`src/rtl/bus_pkg.sv`:
```
// ============================================================================
// bus_pkg : shared widths, FSM state type and default region map for bus_fabric
// Rev 1.0 : initial release
// ============================================================================
`default_nettype none

package bus_pkg;

  localparam int ADDR_W = 32;
  localparam int DATA_W = 32;

  localparam logic [DATA_W-1:0] ERR_RDATA           = 32'h0;
  localparam logic [7:0]        DEFAULT_REGION_MASK = 8'b0001_0111;

  typedef enum logic [0:0] {
    IDLE = 1'b0,
    WAIT = 1'b1
  } bus_state_e;

endpackage

`default_nettype wire

```
`src/rtl/bus_fabric_if.sv`:
```
// ============================================================================
// bus_fabric_if : CPU-side enable/wstrb/addr/wvalue/rvalue bus with stall/err
// Rev 1.0 : initial release
// ============================================================================
`default_nettype none

interface bus_fabric_if;
  import bus_pkg::*;

  logic              enable;
  logic [3:0]        wstrb;
  logic [ADDR_W-1:0] addr;
  logic [DATA_W-1:0] wvalue;
  logic [DATA_W-1:0] rvalue;
  logic              stall;
  logic              err;

  modport master (output enable, wstrb, addr, wvalue, input rvalue, stall, err);
  modport slave  (input enable, wstrb, addr, wvalue, output rvalue, stall, err);

endinterface

`default_nettype wire

```
`src/rtl/bus_watchdog.sv`:
```
// ============================================================================
// bus_watchdog : counts stalled cycles, flags expiry on the TIMEOUT_CYCLES-th
// Rev 1.0 : initial release
// ============================================================================
`default_nettype none

module bus_watchdog #(
  parameter int TIMEOUT_CYCLES = 255
) (
  input  logic clk_i,
  input  logic rstn_i,
  input  logic inc_i,
  input  logic clr_i,
  output logic expire_o
);

  localparam int CNT_W = $clog2(TIMEOUT_CYCLES + 1);

  logic [CNT_W-1:0] cnt_q, cnt_d;

  // Expiry fires during the last allowed stall cycle so completion lands next cycle.
  assign expire_o = inc_i && (cnt_q == CNT_W'(TIMEOUT_CYCLES - 1));

  always_comb begin
    cnt_d = cnt_q;
    if (clr_i) begin
      cnt_d = '0;
    end else if (inc_i) begin
      cnt_d = cnt_q + 1'b1;
    end
  end

  always_ff @(posedge clk_i or negedge rstn_i) begin
    if (!rstn_i) begin
      cnt_q <= '0;
    end else begin
      cnt_q <= cnt_d;
    end
  end

endmodule

`default_nettype wire

```
`src/rtl/bus_fabric.sv`:
```
// ============================================================================
// bus_fabric : single-master interconnect with registered region select,
//              wait states, unmapped-region errors and sticky fault address.
//              Optional watchdog: define BUS_FABRIC_TIMEOUT_EN.
// Rev 1.0 : initial release
// ============================================================================
`default_nettype none

module bus_fabric
  import bus_pkg::*;
#(
  parameter int                  SEL_BITS       = 3,
  parameter int                  N_SLAVES       = 2**SEL_BITS,
  parameter logic [N_SLAVES-1:0] REGION_MASK    = N_SLAVES'(DEFAULT_REGION_MASK),
  parameter int                  TIMEOUT_CYCLES = 255
) (
  input  logic                       clk_i,
  input  logic                       rstn_i,
  bus_fabric_if.slave                m,
  output logic [N_SLAVES-1:0]        s_enable_o,
  output logic [3:0]                 s_wstrb_o,
  output logic [ADDR_W-1:0]          s_addr_o,
  output logic [DATA_W-1:0]          s_wvalue_o,
  input  logic [DATA_W*N_SLAVES-1:0] s_rvalue_i,
  input  logic [N_SLAVES-1:0]        s_ready_i,
  input  logic                       fault_clr_i,
  output logic                       fault_valid_o,
  output logic [ADDR_W-1:0]          fault_addr_o
);

  if (N_SLAVES != 2**SEL_BITS || TIMEOUT_CYCLES < 1) begin : g_param_check
    $error("bus_fabric: N_SLAVES must equal 2**SEL_BITS and TIMEOUT_CYCLES must be >= 1");
  end

  bus_state_e          state_q, state_d;
  logic [SEL_BITS-1:0] sel_q, sel_d, region;
  logic                pend_q, pend_d;
  logic                err_q, err_d;
  logic                fault_valid_q, fault_valid_d;
  logic [ADDR_W-1:0]   fault_addr_q, fault_addr_d, fault_src;
  logic                fault_evt, stall, accept, mapped, strobe;
  logic [DATA_W-1:0]   sel_rdata;

  assign region = m.addr[ADDR_W-1 -: SEL_BITS];
  assign mapped = REGION_MASK[region];
  assign stall  = (pend_q || state_q == WAIT) && !s_ready_i[sel_q];
  assign accept = (state_q == IDLE) && !stall;
  assign strobe = accept && m.enable && mapped;

  assign s_enable_o = strobe ? (N_SLAVES'(1) << region) : '0;
  assign s_wstrb_o  = m.wstrb;
  assign s_addr_o   = m.addr;
  assign s_wvalue_o = m.wvalue;

  always_comb begin
    sel_rdata = '0;
    for (int i = 0; i < N_SLAVES; i++) begin
      if (sel_q == SEL_BITS'(i)) sel_rdata = s_rvalue_i[DATA_W*i +: DATA_W];
    end
  end

  // An error completion always returns ERR_RDATA, even if sel_q points at a live slave.
  assign m.rvalue      = (err_q || !REGION_MASK[sel_q]) ? ERR_RDATA : sel_rdata;
  assign m.stall       = stall;
  assign m.err         = err_q;
  assign fault_valid_o = fault_valid_q;
  assign fault_addr_o  = fault_addr_q;

`ifdef BUS_FABRIC_TIMEOUT_EN
  logic              wd_expire;
  logic [ADDR_W-1:0] acc_addr_q, acc_addr_d;

  assign acc_addr_d = strobe ? m.addr : acc_addr_q;

  bus_watchdog #(
    .TIMEOUT_CYCLES (TIMEOUT_CYCLES)
  ) u_watchdog (
    .clk_i    (clk_i),
    .rstn_i   (rstn_i),
    .inc_i    (stall),
    .clr_i    (!stall),
    .expire_o (wd_expire)
  );

  always_ff @(posedge clk_i or negedge rstn_i) begin
    if (!rstn_i) begin
      acc_addr_q <= '0;
    end else begin
      acc_addr_q <= acc_addr_d;
    end
  end
`endif

  always_comb begin
    sel_d     = stall ? sel_q : region;
    pend_d    = strobe;
    err_d     = accept && m.enable && !mapped;
    state_d   = state_q;
    fault_evt = err_d;
    fault_src = m.addr;
    if (state_q == IDLE && pend_q && stall) state_d = WAIT;
    if (state_q == WAIT && !stall)          state_d = IDLE;
`ifdef BUS_FABRIC_TIMEOUT_EN
    if (wd_expire) begin
      state_d   = IDLE;
      err_d     = 1'b1;
      fault_evt = 1'b1;
      fault_src = acc_addr_q;
    end
`endif
    fault_valid_d = fault_valid_q;
    fault_addr_d  = fault_addr_q;
    if (fault_clr_i) begin
      fault_valid_d = 1'b0;
      fault_addr_d  = '0;
    end
    // A fault arriving with the clear wins, so it is never lost.
    if (fault_evt && (!fault_valid_q || fault_clr_i)) begin
      fault_valid_d = 1'b1;
      fault_addr_d  = fault_src;
    end
  end

  always_ff @(posedge clk_i or negedge rstn_i) begin
    if (!rstn_i) begin
      state_q       <= IDLE;
      sel_q         <= '0;
      pend_q        <= 1'b0;
      err_q         <= 1'b0;
      fault_valid_q <= 1'b0;
      fault_addr_q  <= '0;
    end else begin
      state_q       <= state_d;
      sel_q         <= sel_d;
      pend_q        <= pend_d;
      err_q         <= err_d;
      fault_valid_q <= fault_valid_d;
      fault_addr_q  <= fault_addr_d;
    end
  end

endmodule

`default_nettype wire

```
`src/flat_wrapper.sv`:
```
// flat-port wrapper written by rule: the top's interface ports become plain ports
module bus_fabric_flat import bus_pkg::*;
#(
  parameter int                  SEL_BITS       = 3,
  parameter int                  N_SLAVES       = 2**SEL_BITS,
  parameter logic [N_SLAVES-1:0] REGION_MASK    = N_SLAVES'(DEFAULT_REGION_MASK),
  parameter int                  TIMEOUT_CYCLES = 255
)
  (clk_i, rstn_i, s_enable_o, s_wstrb_o, s_addr_o, s_wvalue_o, s_rvalue_i, s_ready_i, fault_clr_i, fault_valid_o, fault_addr_o, m_enable, m_wstrb, m_addr, m_wvalue, m_rvalue, m_stall, m_err);
  bus_fabric_if m_i ();
  input  logic clk_i;
  input  logic rstn_i;
  output logic [N_SLAVES-1:0] s_enable_o;
  output logic [3:0] s_wstrb_o;
  output logic [ADDR_W-1:0] s_addr_o;
  output logic [DATA_W-1:0] s_wvalue_o;
  input  logic [DATA_W*N_SLAVES-1:0] s_rvalue_i;
  input  logic [N_SLAVES-1:0] s_ready_i;
  input  logic fault_clr_i;
  output logic fault_valid_o;
  output logic [ADDR_W-1:0] fault_addr_o;
  input wire logic [$bits(m_i.enable)-1:0] m_enable;
  input wire logic [$bits(m_i.wstrb)-1:0] m_wstrb;
  input wire logic [$bits(m_i.addr)-1:0] m_addr;
  input wire logic [$bits(m_i.wvalue)-1:0] m_wvalue;
  output wire logic [$bits(m_i.rvalue)-1:0] m_rvalue;
  output wire logic [$bits(m_i.stall)-1:0] m_stall;
  output wire logic [$bits(m_i.err)-1:0] m_err;
  assign m_i.enable = m_enable;
  assign m_i.wstrb = m_wstrb;
  assign m_i.addr = m_addr;
  assign m_i.wvalue = m_wvalue;
  assign m_rvalue = m_i.rvalue;
  assign m_stall = m_i.stall;
  assign m_err = m_i.err;
  bus_fabric #(.SEL_BITS(SEL_BITS), .N_SLAVES(N_SLAVES), .REGION_MASK(REGION_MASK), .TIMEOUT_CYCLES(TIMEOUT_CYCLES)) u_core (.clk_i(clk_i), .rstn_i(rstn_i), .m(m_i), .s_enable_o(s_enable_o), .s_wstrb_o(s_wstrb_o), .s_addr_o(s_addr_o), .s_wvalue_o(s_wvalue_o), .s_rvalue_i(s_rvalue_i), .s_ready_i(s_ready_i), .fault_clr_i(fault_clr_i), .fault_valid_o(fault_valid_o), .fault_addr_o(fault_addr_o));
endmodule
```
`config.mk`:
```
export PLATFORM = sky130hd
export DESIGN_NAME = bus_fabric_flat
export DESIGN_NICKNAME = d
export VERILOG_FILES = /design/src/rtl/bus_pkg.sv /design/src/rtl/bus_fabric_if.sv /design/src/rtl/bus_watchdog.sv /design/src/rtl/bus_fabric.sv /design/src/flat_wrapper.sv
export SDC_FILE = /design/constraint.sdc
export NUM_CORES = 1
export LEC_CHECK = 0
export CORE_AREA = 2 2 184 186
export DETAILED_ROUTE_END_ITERATION = 8
export DIE_AREA = 0 0 186 188
export PLACE_DENSITY = 0.42
export SLEW_MARGIN = 20
export SYNTH_ARGS = -nofsm -noshare
export SYNTH_HDL_FRONTEND = slang
export SYNTH_SLANG_ARGS = --single-unit
export TNS_END_PERCENT = 1
```
`constraint.sdc`:
```
create_clock -name clk_i -period 2.7 [get_ports clk_i]
set_clock_uncertainty 0.15 [all_clocks]
set_input_delay 0.27 -clock clk_i [delete_from_list [all_inputs] [get_ports clk_i]]
set_output_delay 0.27 -clock clk_i [all_outputs]
set_load 0.05 [all_outputs]
```
# Word level (Yosys, flattened, before mapping)
# Memory sizes are Yosys's and may differ from the RTL's.
# Index checks and enable logic that the tools add are counted.
dict set report word_totals {
  reg_bits 39
  latch_bits 0
  ram_bits 0
  romBits 16
  inputBits 336
  out_inout_bits 143
  wordCells 59
  memories 2
}
# name words word_bits read_ports rd_ports_with_merged_regs wr line
set memory_table {}
lappend memory_table {{(name not given)} 8 1 1 0 0 bus_fabric.sv:63} ;# assign m.rvalue = (err_q || !REGION_MASK[sel_q]) ? ERR_RDATA : sel_rdata;
lappend memory_table {{(name not given)} 8 1 1 0 0 bus_fabric.sv:45} ;# assign mapped = REGION_MASK[region];
dict set report classes {
  add_sub_neg 0
  multipliers 0
  n_div 0
  order_cmp 2
  n_eq_ne 7
  shift 1
  n_mux 20
  bitwise_logic 1
  n_reduce_logical 20
}
# operator n
set ops {}
lappend ops {{$mux 32} 11}
lappend ops {{$eq 3x3->1 const B} 4}
lappend ops {{$logic_and 1x1->1} 9}
lappend ops {{$lt 3x4->1 const B} 2}
lappend ops {{$mux 8} 1}
lappend ops {{$shl 1x3->8 const A} 1}
lappend ops {{$mux 1} 7}
lappend ops {{$eq 3x2->1 const B} 2}
lappend ops {{$logic_not 1->1} 5}
lappend ops {{$reduce_bool 2->1} 2}
lappend ops {{$bmux 1 s3} 1}
lappend ops {{$eq 3x1->1 const B} 1}
lappend ops {{$logic_not 3->1} 1}
lappend ops {{$logic_or 1x1->1} 3}
lappend ops {{$not 1->1} 1}

# Longest topological paths before layout
# Gate-level depths: netlist (run 1).
dict set report depth {
  depth_word 10
  ltp_mapped 8
  ltp_nobuf 4
}

# Least setup slack after synthesis (run 1)
# Ideal clock, no wire load.
dict set report synth_timing {
  path_kind {reg-to-output}
  from {register u_core.sel_q[1]}
  to {output m_rvalue[0]}
  t_arrival_ns 3.691
  t_required_ns 2.280
  path_slack_ns -1.411
  stages_incl_launch_ff 8
  n_path_buf 3
  cell_sequence {dfrtp_1 -> buf_6 -> clkbuf_1 -> clkbuf_1 -> a211oi_1 -> a21oi_1 -> nor2_1 -> a2111oi_0}
}
dict set report synth_between {
  elab_chain_len 10
  word_cells_on_any_way 21
  classes_between {eq/ne (7); mux (10); reduce/logical (3); memory (1)}
}
# element line
set synth_rtl {}
lappend synth_rtl {{from (decl)} bus_fabric.sv:36} ;# logic [SEL_BITS-1:0] sel_q, sel_d, region;
lappend synth_rtl {{from (signal assigned)} bus_fabric.sv:134} ;# sel_q <= sel_d;
lappend synth_rtl {{$logic_not 3->1} bus_fabric.sv:58} ;# if (sel_q == SEL_BITS'(i)) sel_rdata = s_rvalue_i[DATA_W*i +: DATA_W];
lappend synth_rtl {{$mux 32 (8 in a row)} bus_fabric.sv:58}
lappend synth_rtl {{$mux 32 (*)} bus_fabric.sv:63}
lappend synth_rtl {{to (decl)} flat_wrapper.sv:26} ;# output wire logic [$bits(m_i.rvalue)-1:0] m_rvalue;
# Every way passes the cells marked *; elsewhere a longest branch is shown, timed or not. The select of a mux whose other input is x is not followed.

# Worst setup path after layout (run 1)
dict set report layout_timing {
  from {register u_core.sel_q[1]}
  to {output m_stall}
}
dict set report layout_between {
  elab_chain_len 4
}
# element line
set layout_rtl {}
lappend layout_rtl {{$bmux 1 s3} bus_fabric.sv:46} ;# assign stall = (pend_q || state_q == WAIT) && !s_ready_i[sel_q];
lappend layout_rtl {{$mux 1 (not written as such)} bus_fabric.sv:46}
lappend layout_rtl {{$logic_not 1->1} bus_fabric.sv:46}
lappend layout_rtl {{$logic_and 1x1->1} bus_fabric.sv:46}
lappend layout_rtl {{to (decl)} flat_wrapper.sv:27} ;# output wire logic [$bits(m_i.stall)-1:0] m_stall;
# Every way passes these cells. The select of a mux whose other input is x is not followed.

==> results of run 1 <==
-- metal layers --
metal | global-route usage [%] | share of wire, % | up-vias
li1 | - | - | 2177
met1 | 13.0 | 38 | 2174
met2 | 23.0 | 51 | 281
met3 | 2.70 | 8.6 | 19
met4 | 4.82 | 3.2 | 0
met5 | 0 | 0 | -
-- logic make-up (layout without fill, tap and decap cells) --
family                   after synthesis  in the layout  synth area share (%)
buffers and inverters                123            401                  20.4
multiplexers                          38             38                  11.7
adder cells (fa/ha/maj)                1              1                 0.261
flip-flops                            39             39                  25.4
AO/OA/AOI/OAI                        175            175                  33.7
other                                  1              4                0.0977
AND/OR/NAND/NOR                       66             66                  8.41
-- through the flow --
stage	setup slack, ps	total power, W
after floorplan	-483	0.00368
after global routing	-75.2	0.00711
after detailed placement	22.3	0.00588
after global placement	29.8	0.00590
after CTS	-43.4	0.00673
final	28.0	0.00678
-- repair_timing --
item	CTS	global route
buffers inserted	1	3
endpoints found under the hold margin	0	0
cloned	1	0
setup endpoints to repair	28	26
resized for setup	8	16
pin swaps	2	3
-- flip-flops by register name, summed over array words and instances (netlist names) --
signal                cells
u_core.sel_q              3
u_core.pend_q             1
u_core.m.err              1
u_core.state_q            1
u_core.fault_addr_o      32
u_core.fault_valid_o      1
-- power groups by stage --
stage / Combinational, W / Sequential, W / Clock (W)
detailed placement: 0.00503 / 0.000849 / 0
floorplan: 0.00247 / 0.00121 / 0
finish: 0.00521 / 0.000850 / 0.000717
CTS: 0.00514 / 0.000851 / 0.000744
global placement: 0.00505 / 0.000854 / 0
global route: 0.00548 / 0.000875 / 0.000757
-- final timing paths --
path,endpoint,slack (ps),cells past startpoint,start
worst max register to register,u_core.fault_addr_o[21]$_DFFE_PN0P_,270,6,u_core.sel_q[1]$_DFFE_PN0N_
worst max-delay path,m_stall,30,5,u_core.sel_q[1]$_DFFE_PN0N_
min in group clk_i,u_core.fault_addr_o[11]$_DFFE_PN0P_,350,1,u_core.fault_addr_o[11]$_DFFE_PN0P_
worst min-delay path,u_core.fault_addr_o[7]$_DFFE_PN0P_,-40,1,rstn_i
max in group asynchronous,u_core.sel_q[0]$_DFFE_PN0N_,1820,1,rstn_i
worst min register to register,u_core.fault_addr_o[11]$_DFFE_PN0P_,350,1,u_core.fault_addr_o[11]$_DFFE_PN0P_
-- synthesized netlist by cell type (all sizes together), types with 2 or more instances --
library cell	number	area [um2]
nor2	21	81.3
buf	83	634
nor3b	5	37.5
mux4	2	45.0
nor2b	5	31.3
o21a	2	15.0
mux2i	8	80.1
a211oi	3	22.5
nand3	2	10.0
o21ai	15	75.1
nand2	16	60.1
nor4	2	12.5
a22o	33	289
a21oi	22	110
o22ai	5	31.3
o211ai	2	15.0
and2	2	12.5
a22oi	40	300
inv	11	41.3
clkbuf	28	105
o221ai	20	175
o2bb2ai	4	35.0
a31oi	20	125
a2111oi	3	26.3
nor3	5	25.0
dfrtp	39	976
nand2b	5	31.3
mux2	28	323
-- cell type report --
type                    count  area [um2]  share of cell area (%)
repair buffers            381        4170                    50.7
multi-input cells         284        2280                    27.8
flip-flops and latches     39         980                    11.9
well taps                 448         561                    6.83
clock buffers               6         139                    1.69
inverters                  12        45.0                   0.549
clock inverters             2        35.0                   0.427
==> impl_metrics.prom, run 1 <==
# TYPE chip_impl_metric gauge
chip_impl_metric{name="worst-path-buf-inv",unit=""} 2
chip_impl_metric{name="area_growth",unit="%"} 114
chip_impl_metric{name="drcViolationCount",unit=""} 0
chip_impl_metric{name="net-switching-power",unit="W"} 0.00333
chip_impl_metric{name="combPwrFrac",unit="%"} 76.9
chip_impl_metric{name="finish.net_count",unit=""} 1059
chip_impl_metric{name="grt.total_usage",unit="%"} 12.2
chip_impl_info{name="layout.cells.most_common",value="sky130_fd_sc_hd__clkdlybuf4s50_1"} 1
chip_impl_metric{name="sequential_to_total_area_share_from_yosys_stat",unit="%"} 25.4
chip_impl_metric{name="period_needed",unit="ps"} 2670
chip_impl_metric{name="floorplan_row_count",unit=""} 67
chip_impl_metric{name="fin_util",unit="%"} 24.8
chip_impl_metric{name="wl_per_cell",unit="um"} 19.7
chip_impl_metric{name="die_w",unit="um"} 186
chip_impl_metric{name="drt_first_pass_iters",unit=""} 4
chip_impl_metric{name="detail-route-antenna-nets",unit=""} 0
chip_impl_metric{name="standard_cell_core_area",unit="um2"} 33100
chip_impl_info{name="rsz0062_at_grt",value="true"} 1
chip_impl_info{name="mostFrequentLayoutCells",value="313 x sky130_fd_sc_hd__clkdlybuf4s50_1, 40 x sky130_fd_sc_hd__a22oi_1, 40 x sky130_fd_sc_hd__buf_12"} 1
chip_impl_metric{name="drt_iter0_drc",unit=""} 130
chip_impl_metric{name="synth.ff_latch_count",unit=""} 39
chip_impl_metric{name="fmaxAchievable",unit="GHz"} 0.374
chip_impl_info{name="critPathKind",value="flop to primary output"} 1
chip_impl_metric{name="place_hpwl",unit="um"} 17900
chip_impl_info{name="start_kind",value="flop"} 1
chip_impl_metric{name="worstMarginPinSlew",unit="ps"} 900
chip_impl_metric{name="power.static_leakage",unit="nW"} 3.03
chip_impl_info{name="worst_hold_path_type",value="input pin to async pin"} 1
chip_impl_info{name="violated_checks",value="negative hold slack"} 1
chip_impl_info{name="outcome",value="finished with violations"} 1
chip_impl_metric{name="switching_power_as_a_share_of_total_power",unit="%"} 49.1
chip_impl_metric{name="numClockSinks",unit=""} 39
chip_impl_metric{name="stdcell_count",unit=""} 1172
chip_impl_metric{name="p_clk_share",unit="%"} 10.6
chip_impl_metric{name="crit_path_max_fanout",unit=""} 7
chip_impl_metric{name="syn_area",unit="um2"} 3840
chip_impl_info{name="tritoncts_clock_tree",value="yes"} 1
chip_impl_metric{name="ys.warnings.count",unit=""} 0
chip_impl_metric{name="portBuffers",unit=""} 352
chip_impl_metric{name="power_density",unit="nW/um2"} 826
chip_impl_metric{name="cts_made_buffers",unit=""} 5
chip_impl_info{name="synth-main-ff-cell",value="sky130_fd_sc_hd__dfrtp_1"} 1
chip_impl_info{name="cts_root_buffer",value="sky130_fd_sc_hd__clkbuf_16"} 1
chip_impl_metric{name="global_route.overflow_total",unit=""} 0
chip_impl_metric{name="grt_pass1_wl",unit="um"} 31600
chip_impl_metric{name="holdBufCountCts",unit=""} 0
chip_impl_metric{name="die_y",unit="um"} 188
chip_impl_info{name="path_delay_family",value="multiplexers"} 1
chip_impl_metric{name="layout.cell_area.non_filler",unit="um2"} 8210
chip_impl_metric{name="clk_latency",unit="ps"} 280
chip_impl_info{name="timing.critical_path.to_type",value="primary output"} 1
chip_impl_metric{name="max-slew-margin-rel",unit="%"} 40.0
chip_impl_metric{name="via_count",unit=""} 4651
chip_impl_metric{name="holdWs",unit="ps"} -37.4
chip_impl_metric{name="finalHoldViolations",unit=""} 39
chip_impl_metric{name="timing_max_transition_violations_final",unit=""} 0
chip_impl_metric{name="synth.distinct_cells",unit=""} 45
chip_impl_metric{name="ir_worst_vdd",unit="mV"} 0.375
chip_impl_metric{name="place.gp.congestion",unit=""} 0.742
chip_impl_info{name="timing.critical_path.cells",value="mux2_4 -> mux4_2 -> nor2_4 -> buf_4 -> buf_12"} 1
chip_impl_metric{name="proportion_of_layout_cells_with_a_drive_suffix_above_1",unit="%"} 19.2
chip_impl_metric{name="avgSynthCellArea",unit="um2"} 8.66
chip_impl_metric{name="dieArea",unit="um2"} 35000
chip_impl_metric{name="design.portCount",unit=""} 479
chip_impl_metric{name="maximum_number_of_pins_on_one_net_before_global_route_repair",unit=""} 46
chip_impl_metric{name="antenna_cells_inserted",unit=""} 0
chip_impl_info{name="cpMaxStageDelayCell",value="sky130_fd_sc_hd__mux4_2"} 1
chip_impl_metric{name="async_flop_share",unit="%"} 100
chip_impl_metric{name="period_share",unit="%"} 99.0
chip_impl_metric{name="path_clk_slew",unit="ps"} 60
chip_impl_metric{name="first_global_vias",unit=""} 4908
chip_impl_metric{name="drt-vias-per-instance",unit=""} 3.97
chip_impl_metric{name="final.setup.tns",unit="ps"} 0
chip_impl_metric{name="synth-edff-count",unit=""} 0
chip_impl_metric{name="cp_slowest_stage_delay",unit="ps"} 570
chip_impl_metric{name="finalSetupViolCount",unit=""} 0
chip_impl_metric{name="post_dp_cell_area",unit="um2"} 7820
chip_impl_metric{name="cp_data_arrival_time",unit="ps"} 2250
chip_impl_metric{name="place.detailed.instances",unit=""} 1159
chip_impl_metric{name="synth_cells",unit=""} 443
chip_impl_metric{name="n_fill_cell",unit=""} 3521
chip_impl_metric{name="start_util",unit="%"} 11.6
chip_impl_metric{name="cts-root-to-sink-buffers",unit=""} 2
chip_impl_metric{name="cap_viol_max_count",unit=""} 0
chip_impl_metric{name="drt-total-wl",unit="um"} 23100
chip_impl_metric{name="internal_power",unit="W"} 0.00345
chip_impl_metric{name="clock_tree.htree_level_count",unit=""} 2
chip_impl_metric{name="antenna_violations_before_repair",unit=""} 0
chip_impl_metric{name="critical_path_required",unit="ps"} 2280
chip_impl_metric{name="sequentialPowerShare",unit="%"} 12.5
Note: power is estimated with default switching activity, not from simulation.
==> inputs of run 2 (changes only) <==
--- a/config.mk
+++ b/config.mk
@@ -5,6 +5,7 @@
 export SDC_FILE = /design/constraint.sdc
 export NUM_CORES = 1
 export LEC_CHECK = 0
+export CAP_MARGIN = 5
 export CORE_AREA = 2 2 184 186
 export DETAILED_ROUTE_END_ITERATION = 8
 export DIE_AREA = 0 0 186 188
==> results of run 2 <==
No change in the layout: final DEF, timing and power equal those of run 1.
==> inputs of run 3 (changes only) <==
--- a/config.mk
+++ b/config.mk
@@ -5,7 +5,6 @@
 export SDC_FILE = /design/constraint.sdc
 export NUM_CORES = 1
 export LEC_CHECK = 0
-export CAP_MARGIN = 5
 export CORE_AREA = 2 2 184 186
 export DETAILED_ROUTE_END_ITERATION = 8
 export DIE_AREA = 0 0 186 188
==> results of run 3 <==
No change in the layout: final DEF, timing and power equal those of run 1.
